[config.mk]
export PLATFORM = sky130hd
export DESIGN_NAME = sound_scheduler_flat
export DESIGN_NICKNAME = d
export VERILOG_FILES = /design/src/rtl/sound_if.sv /design/src/rtl/sound_scheduler.sv /design/src/flat_wrapper.sv
export SDC_FILE = /design/constraint.sdc
export NUM_CORES = 1
export LEC_CHECK = 0
export BUFFER_PORTS_ARGS = -buffer_cell sky130_fd_sc_hd__buf_2
export CORE_MARGIN = 5
export CORE_UTILIZATION = 58
export CTS_CLUSTER_DIAMETER = 30
export DETAILED_ROUTE_END_ITERATION = 12
export PLACE_DENSITY = 0.78
export SKIP_CTS_REPAIR_TIMING = 1
export SLEW_MARGIN = 20
export SYNTH_ARGS = -nofsm -noshare
export SYNTH_HDL_FRONTEND = slang
export SYNTH_SLANG_ARGS = --single-unit
[constraint.sdc]
create_clock -name clock -period 2.35 [get_ports clock]
set_clock_uncertainty 0.15 [all_clocks]
set_input_delay 0.47 -clock clock [delete_from_list [all_inputs] [get_ports clock]]
set_output_delay 0.47 -clock clock [all_outputs]
set_load 0.01 [all_outputs]
[src/rtl/sound_if.sv]
// Event/tone bundle between the game logic and sound_scheduler.
// master: game side (drives events, reads tone state); slave: scheduler.
interface sound_if;
  logic       hit_wall;
  logic       hit_itself;
  logic       get_apple;
  logic       up;
  logic       right;
  logic       down;
  logic       left;
  logic [1:0] game_status;
  logic [2:0] tone_sel;
  logic       tone_en;
  logic       busy;
  logic       done;

  modport master (
    output hit_wall, hit_itself, get_apple, up, right, down, left, game_status,
    input  tone_sel, tone_en, busy, done
  );

  modport slave (
    input  hit_wall, hit_itself, get_apple, up, right, down, left, game_status,
    output tone_sel, tone_en, busy, done
  );
endinterface

[src/rtl/sound_scheduler.sv]
// sound_scheduler: edge-detects game sound events, resolves them by fixed
// priority (death > apple > key) with preemption, and times each sound on
// the single tone channel. Death plays a two-step falling melody.
// Build option: define SOUND_KEY_CLICK_EN to play key clicks; without it the
// direction keys are ignored and the KEY state is never entered.
module sound_scheduler #(
  parameter int CLK_HZ    = 100_000_000,
  parameter int TICK_HZ   = 1000,
  parameter int DUR_KEY   = 30,
  parameter int DUR_APPLE = 150,
  parameter int DUR_DIE   = 600
) (
  input  logic    clock,
  input  logic    reset,
  sound_if.slave  bus
);

  localparam int UNIT    = CLK_HZ / TICK_HZ;
  localparam int DUR_HI  = DUR_DIE / 2;
  localparam int DUR_LO  = DUR_DIE - DUR_HI;
  localparam int DUR_MX0 = (DUR_KEY > DUR_APPLE) ? DUR_KEY : DUR_APPLE;
  localparam int DUR_MAX = (DUR_MX0 > DUR_LO) ? DUR_MX0 : DUR_LO;
  localparam int PW      = (UNIT > 1) ? $clog2(UNIT) : 1;
  localparam int UW      = $clog2(DUR_MAX + 1);

  localparam logic [1:0] GS_INIT = 2'b11;

  typedef enum logic [2:0] {
    IDLE   = 3'd0,
    KEY    = 3'd1,
    APPLE  = 3'd2,
    DIE_HI = 3'd3,
    DIE_LO = 3'd4
  } state_t;

  state_t        state, nxt;
  logic [2:0]    in_q, in_p;     // {get_apple, hit_itself, hit_wall}
  logic [1:0]    gs_q;
  logic          death_ev, apple_ev;
  logic [PW-1:0] pre_cnt;
  logic [UW-1:0] unit_cnt, seg_len;
  logic          unit_end, timeout, start, done_nxt, die, done_q;

`ifdef SOUND_KEY_CLICK_EN
  localparam logic [1:0] GS_PAUSED = 2'b00;
  logic [3:0] key_q, key_p;
  logic       key_ev;

  // key input history for edge detection
  always_ff @(posedge clock) begin
    if (!reset) begin
      key_q  <= '0;
      key_p  <= '0;
      key_ev <= 1'b0;
    end else begin
      key_q  <= {bus.left, bus.down, bus.right, bus.up};
      key_p  <= key_q;
      key_ev <= |(key_q & ~key_p);
    end
  end
`else
  logic unused_keys;
  assign unused_keys = ^{bus.up, bus.right, bus.down, bus.left};
`endif

  // input history and registered events; the event register is the second
  // stage that gives the two-edge input-to-tone latency
  always_ff @(posedge clock) begin
    if (!reset) begin
      in_q     <= '0;
      in_p     <= '0;
      gs_q     <= '0;
      death_ev <= 1'b0;
      apple_ev <= 1'b0;
    end else begin
      in_q     <= {bus.get_apple, bus.hit_itself, bus.hit_wall};
      in_p     <= in_q;
      gs_q     <= bus.game_status;
      death_ev <= |(in_q[1:0] & ~in_p[1:0]);
      apple_ev <= in_q[2] & ~in_p[2];
    end
  end

  // duration of the segment currently playing, in units
  always_comb begin
    seg_len = '0;
    case (state)
`ifdef SOUND_KEY_CLICK_EN
      KEY:     seg_len = UW'(DUR_KEY);
`endif
      APPLE:   seg_len = UW'(DUR_APPLE);
      DIE_HI:  seg_len = UW'(DUR_HI);
      DIE_LO:  seg_len = UW'(DUR_LO);
      default: seg_len = '0;
    endcase
  end

  assign die      = (state == DIE_HI) || (state == DIE_LO);
  assign unit_end = (pre_cnt == PW'(UNIT - 1));
  assign timeout  = (state != IDLE) && unit_end && (unit_cnt == seg_len - UW'(1));

  // next state: init override, then priority with preemption, then timeout
  always_comb begin
    nxt      = state;
    start    = 1'b0;
    done_nxt = 1'b0;
    if (gs_q == GS_INIT) begin
      nxt = IDLE;
    end else if (death_ev && !die) begin
      nxt   = DIE_HI;
      start = 1'b1;
    end else if (apple_ev && !die) begin
      nxt   = APPLE;
      start = 1'b1;
`ifdef SOUND_KEY_CLICK_EN
    end else if (key_ev && (gs_q != GS_PAUSED) && ((state == IDLE) || (state == KEY))) begin
      nxt   = KEY;
      start = 1'b1;
`endif
    end else if (timeout) begin
      if (state == DIE_HI) begin
        nxt = DIE_LO;
      end else begin
        nxt      = IDLE;
        done_nxt = 1'b1;
      end
    end
  end

  // state and done pulse registers
  always_ff @(posedge clock) begin
    if (!reset) begin
      state  <= IDLE;
      done_q <= 1'b0;
    end else begin
      state  <= nxt;
      done_q <= done_nxt;
    end
  end

  // prescaler + unit counter, restarted at every segment boundary
  always_ff @(posedge clock) begin
    if (!reset) begin
      pre_cnt  <= '0;
      unit_cnt <= '0;
    end else if (start || timeout || (state == IDLE) || (gs_q == GS_INIT)) begin
      pre_cnt  <= '0;
      unit_cnt <= '0;
    end else if (unit_end) begin
      pre_cnt  <= '0;
      unit_cnt <= unit_cnt + UW'(1);
    end else begin
      pre_cnt  <= pre_cnt + PW'(1);
    end
  end

  assign bus.tone_sel = state;
  assign bus.tone_en  = (state != IDLE);
  assign bus.busy     = (state != IDLE);
  assign bus.done     = done_q;

endmodule
[src/flat_wrapper.sv]
// flat-port wrapper written by rule: the top's interface ports become plain ports
module sound_scheduler_flat 
#(
  parameter int CLK_HZ    = 100_000_000,
  parameter int TICK_HZ   = 1000,
  parameter int DUR_KEY   = 30,
  parameter int DUR_APPLE = 150,
  parameter int DUR_DIE   = 600
)
  (clock, reset, bus_hit_wall, bus_hit_itself, bus_get_apple, bus_up, bus_right, bus_down, bus_left, bus_game_status, bus_tone_sel, bus_tone_en, bus_busy, bus_done);
  sound_if bus_i ();
  input  logic clock;
  input  logic reset;
  input wire logic [$bits(bus_i.hit_wall)-1:0] bus_hit_wall;
  input wire logic [$bits(bus_i.hit_itself)-1:0] bus_hit_itself;
  input wire logic [$bits(bus_i.get_apple)-1:0] bus_get_apple;
  input wire logic [$bits(bus_i.up)-1:0] bus_up;
  input wire logic [$bits(bus_i.right)-1:0] bus_right;
  input wire logic [$bits(bus_i.down)-1:0] bus_down;
  input wire logic [$bits(bus_i.left)-1:0] bus_left;
  input wire logic [$bits(bus_i.game_status)-1:0] bus_game_status;
  output wire logic [$bits(bus_i.tone_sel)-1:0] bus_tone_sel;
  output wire logic [$bits(bus_i.tone_en)-1:0] bus_tone_en;
  output wire logic [$bits(bus_i.busy)-1:0] bus_busy;
  output wire logic [$bits(bus_i.done)-1:0] bus_done;
  assign bus_i.hit_wall = bus_hit_wall;
  assign bus_i.hit_itself = bus_hit_itself;
  assign bus_i.get_apple = bus_get_apple;
  assign bus_i.up = bus_up;
  assign bus_i.right = bus_right;
  assign bus_i.down = bus_down;
  assign bus_i.left = bus_left;
  assign bus_i.game_status = bus_game_status;
  assign bus_tone_sel = bus_i.tone_sel;
  assign bus_tone_en = bus_i.tone_en;
  assign bus_busy = bus_i.busy;
  assign bus_done = bus_i.done;
  sound_scheduler #(.CLK_HZ(CLK_HZ), .TICK_HZ(TICK_HZ), .DUR_KEY(DUR_KEY), .DUR_APPLE(DUR_APPLE), .DUR_DIE(DUR_DIE)) u_core (.clock(clock), .reset(reset), .bus(bus_i));
endmodule
==> qor_table.md <==
| Group | Parameter | Reported |
|:---|:---|:---|
| setup path | Worst reg2reg path endpoint | u_core.unit_cnt[7] |
| setup path | Slowest cell on crit path | sky130_fd_sc_hd__or4_4 |
| die | Die footprint | 4410 sq um |
| setup path | Capturing element type of the critical path | flop |
| synth | Ys flop type | sky130_fd_sc_hd__dfxtp_1 |
| detailed routing | DRC Markers | 0 |
| setup path | Largest fanout on the critical path | 4 |
| setup path | Worst flop-to-flop path startpoint | u_core.pre_cnt[5] |
| global routing | Global routing's busiest layer | met2 |
| cts | Post-CTS clock slew at the launch and capture registers of the worst setup and hold paths | 0.11 ns |
| setup path | Delay of the slowest cell on the worst path | 0.59 ns |
| cts | Maximum count of clock buffers along a single path | 2 |
| power and ir drop | PD cells | 522 nW/um^2 |
| setup path | Start-to-end type of the worst setup path | reg2reg |
| global routing | Global Route met1 Usage | 21.1% |
| status | Outcome | completed |
| detailed routing | Post-DR vias/cell | 5.47 |
| die | Horizontal extent of the die | 66.4 um |
| placement | Instance count after placement with tap cells included | 264 |
| setup path | Worst reg-to-reg setup slack | 0.08 ns |
| power and ir drop | Leak | 0.756 nW |
| timing | Share of the clock period used by the worst path after layout | 96.4% |
| cts | Clock insertion delay at the later pin of the skew report | 0.34 ns |
| job | Max-capacitance violation count | 0 |
| setup path | Data arrival time at the worst-slack endpoint | 2.34 ns |
| die | Core Area | 3050 sq um |
| finish | Fin util | 68.7% |
| placement | Hpwl dp | 2640 um |
| setup path | CP Cell Sequence | or4b_4, or4_4, nor4_4, xnor2_1, nor3_2 |
| die | Floorplan row count | 20 |
| power and ir drop | Sequential cell fraction of total power | 64.2% |
| die | Top-level I/O count | 17 |
| setup path | Startpoint kind of the worst setup timing path | flop |
| synth | Mean post-synth cell area | 9.23 sq um |
| detailed routing | Vias after detailed routing | 1483 |
| timing | Fmax | 0.441 GHz |
| detailed routing | Antenna Nets Post-Route | 0 |
| power and ir drop | Switching component of the power | 0.262 mW |
| global routing | Met2 Usage GRT | 32.7% |
| power and ir drop | Peak VDD IR | 0.380 mV |
| finish | Number of diodes | 0 |
| finish | Non-filler cells, final | 271 |
| synth | Proportion of synthesized chip area in sequential cells | 43.4% |
| synth | Area fraction of the dominant cell type after synthesis | 43.4% |
| synth | Syn nets | 213 |
| placement | Post-placement cell area | 2040 sq um |
| setup path | Worst Path Required | 2.42 ns |
| finish | Area growth from synthesis to final layout | 13.6% |
| power and ir drop | Gate power share | 6.5% |
| global routing | Overall Global Routing Usage | 18.9% |
| cts | CTS H-tree depth | 2 |
| detailed routing | WL/cell | 13.2 um |
| power and ir drop | Total internal power | 0.833 mW |
| placement | Number of buffers added on ports | 12 |
| synth | Synth area leader | sky130_fd_sc_hd__dfxtp_1 |
| global routing | Maximum number of pins on one net before global-route repair | 17 |
| timing | Final hold violation count | 0 |
| synth | Dominant cells by area after synthesis | sky130_fd_sc_hd__dfxtp_1, sky130_fd_sc_hd__xnor2_1, sky130_fd_sc_hd__nor2_1, sky130_fd_sc_hd__nor4_4, sky130_fd_sc_hd__xor2_1 |
| worst hold path | Startpoint of the tightest hold check path | bus_get_apple |
| detailed routing | Detailed Routing Iterations Pass 1 | 5 |
| global routing | Number of global-route vias before repair | 1486 |
| placement | Gpl congestion | 0.858 |
| global routing | Aggregate global routing overflow | 0 |
| detailed routing | Drt first-iter violations | 83 |
| power and ir drop | Switching part of the total power | 24.0% |
| timing | Setup TNS | 0 ns |
| worst hold path | End point of the most critical hold path | u_core.in_q[2] |
| global routing | Initial antenna violation count | 0 |
| synth | Most frequent cells after synthesis | sky130_fd_sc_hd__dfxtp_1, sky130_fd_sc_hd__nor2_1, sky130_fd_sc_hd__nand2_1 |
| cts | CTS tree | yes |
| detailed routing | Final wirelength | 3570 um |
| synth | Count leader, synth | sky130_fd_sc_hd__dfxtp_1 |
| timing | Final Max Slew Viols | 0 |
| timing | Tmin final | 2.27 ns |
| cts | Clock root buffer | sky130_fd_sc_hd__clkbuf_4 |
| finish | Share of layout cells above drive strength 1 | 18.1% |
| setup path | Worst-case reg-to-reg path depth | 5 |
| timing | Headroom to the max-slew limit | 69.6% |
| synth | Yosys warning total | 0 |
| timing | Transition at the pin with the smallest max-transition slack | 0.455 ns |
| worst hold path | Worst hold path type | in2reg |
| finish | Post-layout net count | 240 |
| die | Die Y | 66.4 um |
| synth | Number of different library cells in the post-synthesis netlist | 42 |
| die | Initial core utilization | 60.5% |
| synth | Synthesized area | 1850 sq um |
| synth | Gate count after technology mapping | 200 |
| synth | Share of flip-flops with an asynchronous set or reset | 0% |
| synth | Yosys reg bits | 40 |
| timing | # setup viols final | 0 |
| global routing | Wire length of the first global-routing pass | 6400 um |
| timing | Unrepaired setup endpoints after global routing | false |
| finish | Summed area of non-filler cells in the final layout | 2100 sq um |
| cts | CTS Buf Count | 5 |
| synth | Number of enable-type register cells in the synthesized netlist | 0 |
| cts | Number of clock sinks | 40 |
| worst hold path | Worst Hold Depth | 2 |
| global routing | Global routing met3 resource utilization | 5.44% |
| power and ir drop | Share of total power in the clock network | 29.3% |
## placed cells by master, fill, tap and decap left out, types with 3 or more instances in the layout
| cell | instances |
|---|---|
| sky130_fd_sc_hd__nand4_1 | 8 |
| sky130_fd_sc_hd__buf_2 | 12 |
| sky130_fd_sc_hd__nor3_2 | 3 |
| sky130_fd_sc_hd__clkbuf_4 | 5 |
| sky130_fd_sc_hd__xor2_1 | 7 |
| sky130_fd_sc_hd__nor4_4 | 3 |
| sky130_fd_sc_hd__or3_1 | 3 |
| sky130_fd_sc_hd__xnor2_1 | 14 |
| sky130_fd_sc_hd__buf_4 | 10 |
| sky130_fd_sc_hd__and2_1 | 9 |
| sky130_fd_sc_hd__nor3_1 | 9 |
| sky130_fd_sc_hd__dfxtp_1 | 40 |
| sky130_fd_sc_hd__nand2_1 | 16 |
| sky130_fd_sc_hd__o21ai_0 | 5 |
| sky130_fd_sc_hd__nor2_1 | 22 |
| sky130_fd_sc_hd__nand3_1 | 11 |
| sky130_fd_sc_hd__inv_1 | 10 |
## power groups by stage
stage,clock network (mW),logic (mW),registers (mW)
floorplan,0,0.0466,0.716
global placement,0,0.0707,0.718
detailed placement,0,0.0716,0.719
CTS,0.338,0.0721,0.703
global route,0.372,0.0790,0.707
finish,0.321,0.0712,0.704
## state kept, by name, summed over array words and instances, names as in the netlist
name                 cells
u_core.bus.done          1
u_core.pre_cnt          17
u_core.death_ev          1
u_core.gs_q              2
u_core.bus.tone_sel      3
u_core.in_q              3
u_core.in_p              3
u_core.apple_ev          1
u_core.unit_cnt          9
## cell type report
class / instances / area, sq um
Clock buffer: 6 / 41.3
Multi-Input combinational cell: 147 / 1000
Fill cell: 266 / 955
Clock inverter: 1 / 5.00
Tap cell: 44 / 55.1
Inverter: 10 / 37.5
Sequential cell: 40 / 801
Timing Repair Buffer: 23 / 155
## metrics by stage
step                      setup WS [ns]  hold WS, ns  power, mW
after floorplan                   0.166        0.217      0.762
after CTS                        0.0602        0.160       1.11
after global placement            0.107        0.222      0.788
final                            0.0838        0.182       1.10
after detailed placement         0.0710        0.241      0.790
after global routing             0.0129        0.160       1.16
## worst max-delay path: cells and delay by family, from the launching register on
family	cells	cell delay, ns
xor+xnor	1	0.17
flops	1	0.33
simple gates	4	1.51
## worst max-delay path by stage
stage / from / end / slack [ns] / cells after the start
floorplan: u_core.pre_cnt[7] / u_core.unit_cnt[5] / 0.17 / 5
detailed placement: u_core.pre_cnt[11] / u_core.unit_cnt[7] / 0.07 / 5
CTS: u_core.pre_cnt[11] / u_core.unit_cnt[7] / 0.06 / 5
finish: u_core.pre_cnt[5] / u_core.unit_cnt[7] / 0.08 / 5
global route: u_core.bus.tone_sel[2] / u_core.bus.tone_sel[2] / 0.01 / 6
global placement: u_core.pre_cnt[11] / u_core.bus.tone_sel[2] / 0.11 / 6
## routing by layer
metal | wire length, um | part of all wire [%]
met1 | 1610 | 45
met2 | 1850 | 52
met3 | 108 | 3.0
met4 | 0 | 0
met5 | 0 | 0
## cells by family after synthesis
logic type,synth area share [%]
AO/OA/AOI/OAI,8.13
XOR/XNOR,9.96
adder cells (fa/ha/maj),1.35
buffers and inverters,2.91
flip-flops,43.4
multiplexers,1.08
AND/OR/NAND/NOR,33.2
Power figures use the tool's default switching activity.
